### src/rtl/display_pkg.sv
// -----------------------------------------------------------------------------
// display_pkg
//   Shared definitions for the 7-segment display driver:
//     seg_t        - segment vector {g,f,e,d,c,b,a}, active-low
//     SEG_APAGADO  - all segments off
//     seg_hex()    - hex nibble to active-low segment pattern
// -----------------------------------------------------------------------------
package display_pkg;

   typedef logic [6:0] seg_t;

   localparam seg_t SEG_APAGADO = 7'h7F;

   function automatic seg_t seg_hex(input logic [3:0] nibble);
      case (nibble)
         4'h0:    seg_hex = 7'h40;
         4'h1:    seg_hex = 7'h79;
         4'h2:    seg_hex = 7'h24;
         4'h3:    seg_hex = 7'h30;
         4'h4:    seg_hex = 7'h19;
         4'h5:    seg_hex = 7'h12;
         4'h6:    seg_hex = 7'h02;
         4'h7:    seg_hex = 7'h78;
         4'h8:    seg_hex = 7'h00;
         4'h9:    seg_hex = 7'h10;
         4'hA:    seg_hex = 7'h08;
         4'hB:    seg_hex = 7'h03;
         4'hC:    seg_hex = 7'h46;
         4'hD:    seg_hex = 7'h21;
         4'hE:    seg_hex = 7'h06;
         4'hF:    seg_hex = 7'h0E;
         default: seg_hex = SEG_APAGADO;
      endcase
   endfunction

endpackage : display_pkg

### src/rtl/hex7seg.sv
// -----------------------------------------------------------------------------
// hex7seg
//   Purely combinational hex nibble to 7-segment decoder (active-low).
//   Ports:
//     nibble_i  in  4  hex digit
//     seg_o     out 7  segments {g,f,e,d,c,b,a}, active-low
// -----------------------------------------------------------------------------
module hex7seg
   import display_pkg::*;
(
   input  logic [3:0] nibble_i,
   output seg_t       seg_o
);

   assign seg_o = seg_hex(nibble_i);

endmodule : hex7seg

### src/rtl/display_mux.sv
// -----------------------------------------------------------------------------
// display_mux
//   Time-multiplexed driver for NUM_DIGITOS common-anode 7-segment digits on a
//   shared segment bus. Captures a packed hex word on a load strobe and scans
//   the digits, each held for DIV_REFRESH clocks, with one dark anode cycle at
//   every digit change to avoid ghosting. Supports leading-zero blanking,
//   per-digit decimal point and a global enable that freezes the scan.
//   Ports:
//     clock        in   1              system clock, rising edge
//     reset        in   1              asynchronous, active-low reset
//     carrega      in   1              load strobe for valor/ponto
//     valor        in   4*NUM_DIGITOS  packed hex digits, nibble 0 = digit 0
//     ponto        in   NUM_DIGITOS    decimal point request per digit, 1 = lit
//     apaga_zeros  in   1              blank leading zero digits
//     habilita     in   1              0 = display dark and scan frozen
//     saida        out  7              segments {g..a}, active-low, registered
//     ponto_saida  out  1              decimal point, active-low, registered
//     anodo        out  NUM_DIGITOS    digit select, active-low one-hot
// -----------------------------------------------------------------------------
module display_mux
   import display_pkg::*;
#(
   parameter int NUM_DIGITOS = 4,
   parameter int DIV_REFRESH = 50000
) (
   input  logic                       clock,
   input  logic                       reset,
   input  logic                       carrega,
   input  logic [4*NUM_DIGITOS-1:0]   valor,
   input  logic [NUM_DIGITOS-1:0]     ponto,
   input  logic                       apaga_zeros,
   input  logic                       habilita,
   output logic [6:0]                 saida,
   output logic                       ponto_saida,
   output logic [NUM_DIGITOS-1:0]     anodo
);

   localparam int PS_W  = (DIV_REFRESH > 1) ? $clog2(DIV_REFRESH) : 1;
   localparam int IDX_W = (NUM_DIGITOS > 1) ? $clog2(NUM_DIGITOS) : 1;

   localparam logic [PS_W-1:0]  PS_LAST  = PS_W'(DIV_REFRESH - 1);
   localparam logic [IDX_W-1:0] IDX_LAST = IDX_W'(NUM_DIGITOS - 1);

   if (NUM_DIGITOS < 1 || NUM_DIGITOS > 8 || DIV_REFRESH < 2) begin : g_param_check
      $fatal(1, "display_mux: NUM_DIGITOS must be 1..8 and DIV_REFRESH >= 2");
   end

   logic [4*NUM_DIGITOS-1:0] valor_q, valor_d;
   logic [NUM_DIGITOS-1:0]   ponto_q, ponto_d;
   logic [PS_W-1:0]          prescaler_q, prescaler_d;
   logic [IDX_W-1:0]         indice_q, indice_d;
   seg_t                     saida_q, saida_d;
   logic                     ponto_saida_q, ponto_saida_d;
   logic [NUM_DIGITOS-1:0]   anodo_q, anodo_d;

   logic                     advance;
   logic [3:0]               nibble_sel;
   logic                     dp_sel;
   logic                     blank_sel;
   logic [NUM_DIGITOS-1:0]   anodo_scan;
   logic [NUM_DIGITOS-1:0]   blank_mask;
   logic                     zeros_above;
   seg_t                     seg_dec;

   // Load registers: the strobe is the only capture path.
   always_comb begin
      valor_d = carrega ? valor : valor_q;
      ponto_d = carrega ? ponto : ponto_q;
   end

   // Scan counters advance only while enabled; disabling simply freezes them.
   always_comb begin
      // NOTE: every always_comb output gets a default first so no path leaves
      // it unassigned, which would otherwise infer a latch.
      advance     = 1'b0;
      prescaler_d = prescaler_q;
      indice_d    = indice_q;
      if (habilita) begin
         if (prescaler_q == PS_LAST) begin
            advance     = 1'b1;
            prescaler_d = '0;
            indice_d    = (indice_q == IDX_LAST) ? '0 : indice_q + 1'b1;
         end else begin
            prescaler_d = prescaler_q + 1'b1;
         end
      end
   end

   // A digit is a leading zero when it and every more significant nibble are
   // zero. Digit 0 is never blanked so a zero value still shows "0".
   always_comb begin
      blank_mask  = '0;
      zeros_above = 1'b1;
      for (int i = NUM_DIGITOS - 1; i >= 0; i--) begin
         zeros_above   = zeros_above & (valor_q[4*i +: 4] == 4'h0);
         blank_mask[i] = apaga_zeros & zeros_above & (i != 0);
      end
   end

   // Select the current digit's nibble, point and blanking flag by index.
   always_comb begin
      nibble_sel = '0;
      dp_sel     = 1'b0;
      blank_sel  = 1'b0;
      anodo_scan = '1;
      for (int i = 0; i < NUM_DIGITOS; i++) begin
         if (int'(indice_q) == i) begin
            nibble_sel    = valor_q[4*i +: 4];
            dp_sel        = ponto_q[i];
            blank_sel     = blank_mask[i];
            anodo_scan[i] = 1'b0;
         end
      end
   end

   hex7seg u_hex7seg (
      .nibble_i (nibble_sel),
      .seg_o    (seg_dec)
   );

   // Output stage. On the advancing edge the anodes go dark for one cycle
   // while the segments still reflect the outgoing digit; the next edge then
   // drives the new digit's segments and anode together.
   always_comb begin
      saida_d       = SEG_APAGADO;
      ponto_saida_d = 1'b1;
      anodo_d       = '1;
      if (habilita) begin
         saida_d       = blank_sel ? SEG_APAGADO : seg_dec;
         ponto_saida_d = ~dp_sel;
         anodo_d       = advance ? '1 : anodo_scan;
      end
   end

   always_ff @(posedge clock or negedge reset) begin
      if (!reset) begin
         valor_q       <= '0;
         ponto_q       <= '0;
         prescaler_q   <= '0;
         indice_q      <= '0;
         saida_q       <= SEG_APAGADO;
         ponto_saida_q <= 1'b1;
         anodo_q       <= '1;
      end else begin
         // NOTE: non-blocking assignments so every register samples the
         // pre-edge values, independent of statement order.
         valor_q       <= valor_d;
         ponto_q       <= ponto_d;
         prescaler_q   <= prescaler_d;
         indice_q      <= indice_d;
         saida_q       <= saida_d;
         ponto_saida_q <= ponto_saida_d;
         anodo_q       <= anodo_d;
      end
   end

   assign saida       = saida_q;
   assign ponto_saida = ponto_saida_q;
   assign anodo       = anodo_q;

endmodule : display_mux
### config.mk
export PLATFORM = sky130hd
export DESIGN_NAME = display_mux
export DESIGN_NICKNAME = d
export VERILOG_FILES = /design/src/rtl/display_pkg.sv /design/src/rtl/hex7seg.sv /design/src/rtl/display_mux.sv
export SDC_FILE = /design/constraint.sdc
export NUM_CORES = 1
export LEC_CHECK = 0
export ABC_AREA = 1
export CORE_MARGIN = 3
export CORE_UTILIZATION = 55
export CTS_CLUSTER_SIZE = 16
export DETAILED_ROUTE_END_ITERATION = 16
export MAX_ROUTING_LAYER = met4
export PLACE_DENSITY_LB_ADDON = 0.15
export SLEW_MARGIN = 15
export SYNTH_ARGS = -nofsm -noshare
export SYNTH_HDL_FRONTEND = slang
export SYNTH_SLANG_ARGS = --single-unit
### constraint.sdc
create_clock -name clock -period 2.2 [get_ports clock]
set_input_delay 0.33 -clock clock [delete_from_list [all_inputs] [get_ports clock]]
set_output_delay 0.33 -clock clock [all_outputs]
set_load 0.01 [all_outputs]
==> metrics, run 1 <==
CTS tree done; clk slew on worst S/H paths 0.09 ns; share of the yosys chip area belonging to registers 0.4486; Power Dens Cells ~700 nW/um^2; Root Driver clkbuf_8; CP dominant cell by count nand2_1; gr usage total 0.2223; crit-path max cell delay 0.38 ns; Final Cell Area roughly 3400 sq um; post-layout min period 1.970 ns; DRT iter0 DRCs 162; post-route ant nets 0; period utilization 0.8956; Vert. Die Dim slightly below 80 microns; gpl congestion ~0.92; slowest stage cell, crit path dfrtp_1; area of the core roughly 4800 sq um; Die ar. 6028 sq um; first-pass GRT wire length roughly 11,000 microns; post-layout net count ~430; Antenna diodes 0; asr flop ratio synth 1.000; Worst-Margin Slew 0.5351 ns; Hold Crit Class input pin to async pin; initial antenna violation count 0; f_max 507.5 MHz; Leakage roughly 0.0016 uW; DRC violations left 0; clk sinks 50; vias per cell approximately 5.2; total CTS buffers 5; Ys Warns 0; DRT Pass-1 Iters 4; Critical Path Sink Type flop; post-place instance area 3259 sq um; Post-Syn Area 2823 sq um; I/O Pins 37; Final setup viols 0; area occupied by multi-input gates ~1400 sq um; Post-Syn Area per Cell between 7 and 8 sq um; Seq. cell area around 1300 sq um; vias in the first global route roughly 2,300; status finished, final reports clean; Initial Util 0.5822; Final TNS setup 0 ns; Startpoint Class flop; Syn Nets 390; Bufs on Longest Clock Path 2; final core occ 0.7053; largest net degree at the start of global routing 27; die width 77.64 microns; number of port buffers 36; # rows 25; Data arrival, critical path ~2.2 ns; maximum vdd drop between 0.5 and 0.6 mV; Post-Route Skew 0.005764 ns; H-tree depth 2; total power ~2400 uW; Congestion Overflow GR 0; unrepaired setup endpoints after global routing no; CP Class flop to flop; FF+latch count, synth 50; number of enable flip-flop cells after synthesis 0; max-slew violations 0; drt total wl roughly 6000 microns; Skew-Pair Late Insertion Delay ~0.30 ns; number of hold violations in the final report 0; Netlist cell types 34; top_reg_cell synth dfrtp_1; critical path required time 2.44 ns; worst relative slew slack 0.6422; MaxCap Viol Count 0; layout cells sized above 1 0.1713; Cell Chain, Critical Path inv_1 > ha_4 > inv_2 > nand3_1 > nand2_1 > nand2_1 > o21ai_2 > inv_2 > ha_1 > inv_1 > nand3_1 > nand3_1 > nand2_1 > inv_1 > nand2_1; DP HPWL between 4000 and 5000 microns; Reg2Reg Depth 15; Synth Instances around 350; crit path max fanout 8; via count ~2,400; fillers 382; Area growth, synth to finish 21.14%; routed length per instance between 10 and 15 microns
worst max-delay path: cells and delay by family, from the launching register on:
kind                     cells  cell delay, ns
adder cells (fa/ha/maj)      2            0.44
buffers and inverters        5            0.42
flip-flops                   1            0.38
AND/OR/NAND/NOR              7            0.47
AO/OA/AOI/OAI                1            0.20
layer usage:
metal,share of wire,wire length [microns],track usage,vias to the layer above
li1,-,-,-,1214
met1,0.45,2796,0.2861,1147
met2,0.49,3024,0.3630,61
met3,0.041,255,0.03596,6
met4,0.011,70,0.06584,0
met5,0,0,-,-
cells in the mapped netlist, types with 2 or more instances:
library cell,n,area share
nor3_2,3,0.011
inv_2,8,0.011
inv_1,41,0.055
nor2_2,2,0.0044
nand3_2,2,0.0071
nor2_1,26,0.035
buf_4,2,0.0053
nand2_1,94,0.13
nand3_1,30,0.053
mux2_2,8,0.032
clkbuf_1,3,0.0040
o21ai_0,25,0.044
nand2_2,4,0.0089
dfstp_2,12,0.11
xor2_1,3,0.0093
nor3_1,9,0.016
nor2_4,2,0.0080
ha_1,11,0.049
dfrtp_1,38,0.34
a21oi_1,8,0.014
nand4_1,8,0.018
buf_2,3,0.0053
cell type report:
cell class	count	area share
multi-input cells	246	0.3977
flip-flops and latches	50	0.3703
repair buffers	44	0.1259
inverters	49	0.05379
well taps	67	0.02452
clock buffers	6	0.02415
clock inverters	2	0.003659
flip-flops by register name, summed over array words and instances, names as in the netlist:
register,count
prescaler_q,16
anodo,4
ponto_saida,1
valor_q,16
indice_q,2
ponto_q,4
saida,7
placed cells by master, fill, tap and decap left out, types with 5 or more instances in the layout:
cell type,Yosys,layout
nand2_1,94,93
buf_4,2,6
a21oi_1,8,8
nor2_1,26,26
inv_1,41,39
o21ai_0,25,24
clkbuf_8,0,6
ha_1,11,8
inv_2,8,10
nand4_1,8,8
mux2_2,8,8
dfrtp_1,38,38
nand2_2,4,5
clkdlybuf4s50_1,0,35
nand3_1,30,30
nor3_1,9,9
dfstp_2,12,12
repair_timing:
action | CTS | global route
hold buffers | 1 | 0
endpoints found under the setup margin | 0 | 6
gates resized for setup | 0 | 10
endpoints found under the hold margin | 8 | 0
setup buffers | 0 | 2
path summary, 6_finish.rpt:
path / slack (ns) / end / from
min in group clock: 0.52 / prescaler_q[1]$_DFFE_PN0P_ / prescaler_q[1]$_DFFE_PN0P_
min: 0.44 / prescaler_q[14]$_DFFE_PN0P_ / reset
min reg2reg: 0.52 / prescaler_q[1]$_DFFE_PN0P_ / prescaler_q[1]$_DFFE_PN0P_
max in group asynchronous: 1.20 / saida[4]$_DFF_PN1_ / reset
max: 0.23 / saida[0]$_DFF_PN1_ / indice_q[1]$_DFFE_PN0P_
max reg2reg: 0.23 / saida[0]$_DFF_PN1_ / indice_q[1]$_DFFE_PN0P_
through the flow:
stage	setup WS, ns	cells	hold WS (ns)
6_report	0.2297	464	0.4429
3_5_place_dp	0.1082	453	0.2445
3_3_place_gp	0.2153	453	0.2418
4_1_cts	0.09203	462	0.4456
5_1_grt	0.01053	464	0.4606
2_1_floorplan	0.3642	354	0.03441
kinds of logic (layout without fill, tap and decap cells):
kind of cell    count (synthesis)  after routing  synth area share
mux                             8              8           0.03192
fa+ha+maj                      11             11           0.04876
flops                          50             50            0.4486
simple gates                  184            184            0.2974
compound gates                 40             40           0.08024
buf+inv                        58            101           0.08377
xor+xnor                        3              3          0.009310
where the power goes:
| group | total (uW) | leakage (uW) | switching (uW) | internal [uW] |
|---|---|---|---|---|
| Combinational | 604 | 0.000925 | 346 | 258 |
| Sequential | 1240 | 0.000591 | 170 | 1070 |
| Clock | 552 | 0.0000472 | 299 | 253 |
| Total | 2390 | 0.00156 | 815 | 1580 |
Note: power is estimated with default switching activity, not from simulation.
==> inputs of run 2 (changes only) <==
--- a/config.mk
+++ b/config.mk
@@ -6,8 +6,7 @@
 export NUM_CORES = 1
 export LEC_CHECK = 0
 export ABC_AREA = 1
-export CORE_MARGIN = 3
-export CORE_UTILIZATION = 55
+export CORE_UTILIZATION = 59
 export CTS_CLUSTER_SIZE = 16
 export DETAILED_ROUTE_END_ITERATION = 16
 export MAX_ROUTING_LAYER = met4
==> constraint.sdc (replaced) <==
create_clock -name clock -period 2.5 [get_ports clock]
set_input_delay 0.375 -clock clock [delete_from_list [all_inputs] [get_ports clock]]
set_output_delay 0.375 -clock clock [all_outputs]
set_load 0.01 [all_outputs]
==> run 2 against run 1 <==
  * Die area is 16% lower
  * Hold slack worse by 0.44 ns
  * Clock skew is 0.0087 ns higher
  * Global-route usage is 5.3 points higher
  * Routed wire length is 3.2% lower
  * Largest cell class unchanged
  * First-iteration DRC count is 3.7% lower
  * The run now ends with design-rule violations left
  * Register-to-register slack better by 0.08 ns
  * Maximum frequency is 10% lower
  * Sequential power is 13% lower
  * Count of clock-buffer cells in the layout is 1 higher
  * Power is 9.2% lower
==> metrics, run 2 (same netlist as run 1, synthesis figures left out) <==
status finished, violations left; failing checks design-rule violations; number of hold violations in the final report 0 (unchanged); Initial Util 0.6309 (+0.04868); number of port buffers 36 (unchanged); Worst-Margin Slew 0.5843 ns (+0.04927 ns); Skew-Pair Late Insertion Delay 0.31 ns (about the same); Reg2Reg Depth 14 (-1); Die ar. 5065 sq um (-16%); gr usage total 0.2752 (+0.05286); Sw Ratio 0.3287 (-0.01168); post-layout net count 428 (-0.93%); clk slew on worst S/H paths 0.10 ns (about the same); Antenna diodes 0 (unchanged); H-tree depth 2 (unchanged); highest-count cells in the layout ignoring fill and taps 94 x nand2_1, 41 x inv_1, 38 x dfrtp_1; # rows 24 (-4.0%); DRC violations left 1 (+1); total CTS buffers 5 (unchanged); Reg power frac 0.498 (-0.019); CP Class flop to flop; Psw 714.0 uW (-12%); crit path max fanout 11 (+3); Root Driver clkbuf_8; largest net degree at the start of global routing 32 (+19%); via count 2,406 (-0.91%); post-route ant nets 0 (unchanged); DRT Pass-1 Iters 10 (+6); Vert. Die Dim 71.17 microns (-8.3%); cell-internal power 1458 uW (-7.6%); commonest non-fill, non-tap cell in the layout nand2_1; clk sinks 50 (unchanged); Final TNS setup 0 ns (unchanged); first-pass GRT wire length 10,560 microns (+0.53%); Hold Crit Class input pin to async pin; area of the core 4474 sq um (-7.7%); routed length per instance 13.37 microns (+0.91%); Critical Path Sink Type flop; die width 71.17 microns (-8.3%); MaxCap Viol Count 0 (unchanged); CTS tree done; Leakage 0.001551 uW (-0.76%); DRT iter0 DRCs 156 (-3.7%); drt total wl 5949 microns (-3.2%); worst relative slew slack 0.6092 (-0.03295); Congestion Overflow GR 0 (unchanged); Data arrival, critical path 2.44 ns (+0.23 ns); I/O Pins 37 (unchanged); vias per cell 5.407 (+3.3%); post-CTS setup buffers 0 (unchanged); gpl congestion 0.8836 (-4.4%); post-layout min period 2.190 ns (+0.2194 ns); Power Dens Cells 650.4 nW/um^2 (-7.0%); critical path required time 2.75 ns (+0.31 ns); unrepaired setup endpoints after global routing no; layout cells sized above 1 0.1450 (-0.02625); Area growth, synth to finish 18.31%; Final setup viols 0 (unchanged); clock network fraction of total power 0.262 (+0.031); initial antenna violation count 0 (unchanged); hold_ws 0.004179 ns (-0.4387 ns); DP HPWL 4553 microns (-4.3%); maximum vdd drop 0.4442 mV (-15%); vias in the first global route 2,406 (+3.7%); f_max 456.7 MHz (-10%); final core occ 0.7464 (+0.04107); period utilization 0.8759 (-0.01970); max-slew violations 0 (unchanged); Post-Route Skew 0.01450 ns (+0.008740 ns); Bufs on Longest Clock Path 2 (unchanged); cts hold-fix bufs 0 (-1); Comb power frac 0.240 (-0.012); Startpoint Class flop; Resize count post-CTS 0 (unchanged)
run 2: area by class of cell:
class / count / area [sq um]
clock buffers: 7 / 76.32
clock inverters: 1 / 30.03
fillers: 335 / 1135
inverters: 49 / 183.9
multi-input cells: 246 / 1320
flip-flops and latches: 50 / 1266
well taps: 52 / 65.06
repair buffers: 40 / 397.9
run 2: final timing paths:
| kind | start | to | slack, ns |
|---|---|---|---|
| max in group asynchronous | reset | ponto_saida$_DFF_PN1_ | 1.90 |
| min reg2reg | ponto_q[3]$_DFFE_PN0P_ | ponto_saida$_DFF_PN1_ | 0.47 |
| max reg2reg | indice_q[0]$_DFFE_PN0P_ | saida[0]$_DFF_PN1_ | 0.31 |
| min | reset | prescaler_q[15]$_DFFE_PN0P_ | 0.004 |
| max | indice_q[0]$_DFFE_PN0P_ | saida[0]$_DFF_PN1_ | 0.31 |
| min in group clock | ponto_q[3]$_DFFE_PN0P_ | ponto_saida$_DFF_PN1_ | 0.47 |
run 2: stage by stage:
step           setup slack (ns)  instance area [sq um]  std cells  power, uW
5_1_grt                  0.1051                   3339        445       2313
3_3_place_gp             0.4204                   3233        437       1586
2_1_floorplan            0.6642                   2823        354       1431
3_5_place_dp             0.3270                   3233        437       1610
6_report                 0.3102                   3339        445       2172
4_1_cts                  0.3206                   3339        445       2182
run 2: power by group through the flow:
stage	Combinational (uW)	Clock (uW)	Sequential (uW)
after floorplan	391	0	1040
after global placement	500	0	1090
after detailed placement	519	0	1090
after CTS	524	582	1080
after global routing	593	619	1100
final	522	569	1080
run 2: critical path, stage by stage (launching register included):
cell and delay, ns:
dfrtp_1 0.42, inv_1 0.14, ha_1 0.42, a21oi_1 0.08
nand2_1 0.08, nand2_1 0.07, o21ai_2 0.19, inv_1 0.14
ha_1 0.23, inv_1 0.06, nand3_1 0.07, nand3_1 0.09
nand2_1 0.05, inv_1 0.04, nand2_1 0.05
run 2: metal layers:
metal / GRT usage / vias up / wire length, microns
met4: 0.1022 / 0 / 83
met5: - / - / 0
li1: - / 1204 / -
met3: 0.05413 / 9 / 271
met2: 0.4317 / 59 / 2879
met1: 0.3549 / 1134 / 2715
==> inputs of run 3 (changes only) <==
--- a/config.mk
+++ b/config.mk
@@ -6,9 +6,12 @@
 export NUM_CORES = 1
 export LEC_CHECK = 0
 export ABC_AREA = 1
-export CORE_UTILIZATION = 59
+export CORE_UTILIZATION = 62
+export CTS_BUF_LIST = sky130_fd_sc_hd__clkbuf_2
 export CTS_CLUSTER_SIZE = 16
 export DETAILED_ROUTE_END_ITERATION = 16
+export GPL_ROUTABILITY_DRIVEN = 0
+export GPL_TIMING_DRIVEN = 1
 export MAX_ROUTING_LAYER = met4
 export PLACE_DENSITY_LB_ADDON = 0.15
 export SLEW_MARGIN = 15
==> run 3 against run 2 <==
  * The flow now finishes without violations
  * Core utilization rose by 0.59 points
  * Critical path depth fell by 2
  * Count of clock-buffer cells in the layout fell by 1
  * Via count rose by 0.62%
  * Hold slack improved by 0.44 ns
  * Critical endpoint is now saida[1]$_DFF_PN1_
  * Largest power group unchanged
  * Highest routed layer unchanged
==> metrics, run 3 (same netlist as run 1, synthesis figures left out) <==
Critical Path Sink Type flop; Final TNS setup 0 ns (unchanged); DP HPWL 4561 microns (+0.17%); Antenna diodes 0 (unchanged); # rows 24 (unchanged); CP Class flop to flop; number of port buffers 36 (unchanged); Final setup viols 0 (unchanged); post-layout net count 428 (unchanged); post-route ant nets 0 (unchanged); highest-count cells in the layout ignoring fill and taps 94 x nand2_1, 41 x inv_1, 38 x dfrtp_1; pre-CTS setup slack 0.2843 ns (-0.04272 ns); Post-Route Skew 0.02939 ns (+0.01488 ns); area of the core 4354 sq um (-2.7%); DRT Pass-1 Iters 4 (-6); Power Dens Cells 588.9 nW/um^2 (-9.5%); routed length per instance 13.17 microns (-1.5%); Root Driver clkbuf_2; maximum vdd drop 0.4265 mV (-4.0%); status finished, final reports clean; f_max 448.0 MHz (-1.9%); worst relative slew slack 0.5725 (-0.03671); DRC violations left 0 (-1); initial antenna violation count 0 (unchanged); MaxCap Viol Count 0 (unchanged); fin cells 445 (unchanged); max-slew violations 0 (unchanged); via count 2,421 (+0.62%); period utilization 0.8930 (+0.01705); Hold Crit Class input pin to async pin; vias in the first global route 2,410 (+0.17%); crit path max fanout 11 (unchanged); Die ar. 4827 sq um (-4.7%); post-layout min period 2.232 ns (+0.04262 ns); Skew-Pair Late Insertion Delay 0.44 ns (+0.13 ns); clk sinks 50 (unchanged); I/O Pins 37 (unchanged); Startpoint Class flop; clk slew on worst S/H paths 0.26 ns (+0.16 ns); drt total wl 5859 microns (-1.5%); Area growth, synth to finish 16.05%; largest net degree at the start of global routing 28 (-13%); Leakage 0.001530 uW (-1.3%); Initial Util 0.6483 (+0.01740); setup ws final 0.2676 ns (-0.04262 ns); vias per cell 5.440 (+0.62%); gr usage total 0.2725 (-0.002706); number of hold violations in the final report 0 (unchanged); total CTS buffers 5 (unchanged); Bufs on Longest Clock Path 2 (unchanged); H-tree depth 2 (unchanged); dpl cells 436 (-0.23%); unrepaired setup endpoints after global routing no; first-pass GRT wire length 10,270 microns (-2.7%); DRT iter0 DRCs 119 (-24%); CTS tree done; Vert. Die Dim 69.48 microns (-2.4%); Congestion Overflow GR 0 (unchanged); hold_ws 0.4406 ns (+0.4364 ns); die width 69.48 microns (-2.4%); post-CTS setup buffers 0 (unchanged); Worst-Margin Slew 0.6392 ns (+0.05489 ns); commonest non-fill, non-tap cell in the layout nand2_1; Data arrival, critical path 2.64 ns (+0.20 ns); final core occ 0.7523 (+0.005934); critical path required time 2.91 ns (+0.16 ns); layout cells sized above 1 0.1476 (+0.002545)
[run 3: changes by cell type in the layout (fill, tap and decap cells not counted)]
cell / before / now
clkinv_2: 0 / 2
bufinv_16: 1 / 0
clkbuf_2: 0 / 6
clkbuf_8: 5 / 0
dlygate4sd3_1: 0 / 1
clkbuf_1: 2 / 0
buf_4: 3 / 2
[run 3: timing repair]
action,CTS,global route
resized for setup,0,0
endpoints found under the hold margin,21,0
hold buffers,1,0
[run 3: worst max-delay path: stages, from the launching register on]
cell     delay (ns)
dfrtp_1        0.46
inv_1          0.13
ha_1           0.41
a21oi_1        0.09
nand2_1        0.08
nand2_1        0.07
o21ai_2        0.21
inv_1          0.14
ha_1           0.29
nand2_1        0.11
nor2_1         0.05
nor2_1         0.10
nand2_1        0.08
[run 3: power breakdown]
group / switching [uW] / internal (uW)
combinational: 299 / 219
clock: 260 / 70.4
sequential: 140 / 939
total: 700 / 1230
[run 3: worst paths after layout]
kind / endpoint / slack (ns) / startpoint / depth (start not counted)
max: saida[1]$_DFF_PN1_ / 0.27 / indice_q[0]$_DFFE_PN0P_ / 12
min: prescaler_q[8]$_DFFE_PN0P_ / 0.44 / reset / 2
max reg2reg: saida[1]$_DFF_PN1_ / 0.27 / indice_q[0]$_DFFE_PN0P_ / 12
min reg2reg: ponto_saida$_DFF_PN1_ / 0.49 / ponto_q[3]$_DFFE_PN0P_ / 1
max in group asynchronous: saida[0]$_DFF_PN1_ / 1.46 / reset / 3
min in group clock: valor_q[13]$_DFFE_PN0P_ / 0.46 / valor[13] / 3
[run 3: stage by stage]
step	total power (uW)	instance area, sq um
detailed placement	1608	3226
finish	1929	3276
CTS	1929	3276
floorplan	1431	2823
global placement	1582	3226
global route	2043	3276
[run 3: area by class of cell]
class / instances / area [sq um]
inverters: 49 / 183.9
flip-flops and latches: 50 / 1266
fillers: 350 / 1079
clock buffers: 6 / 30.03
clock inverters: 2 / 10.01
repair buffers: 40 / 400.4
well taps: 52 / 65.06
multi-input cells: 246 / 1320
[run 3: layer usage]
| metal | GRT usage | vias to the layer above | share of wire |
|---|---|---|---|
| met3 | 0.05378 | 13 | 0.049 |
| met2 | 0.4488 | 79 | 0.49 |
| met5 | - | - | 0 |
| met4 | 0.1020 | 0 | 0.018 |
| met1 | 0.3327 | 1117 | 0.44 |
| li1 | - | 1212 | - |
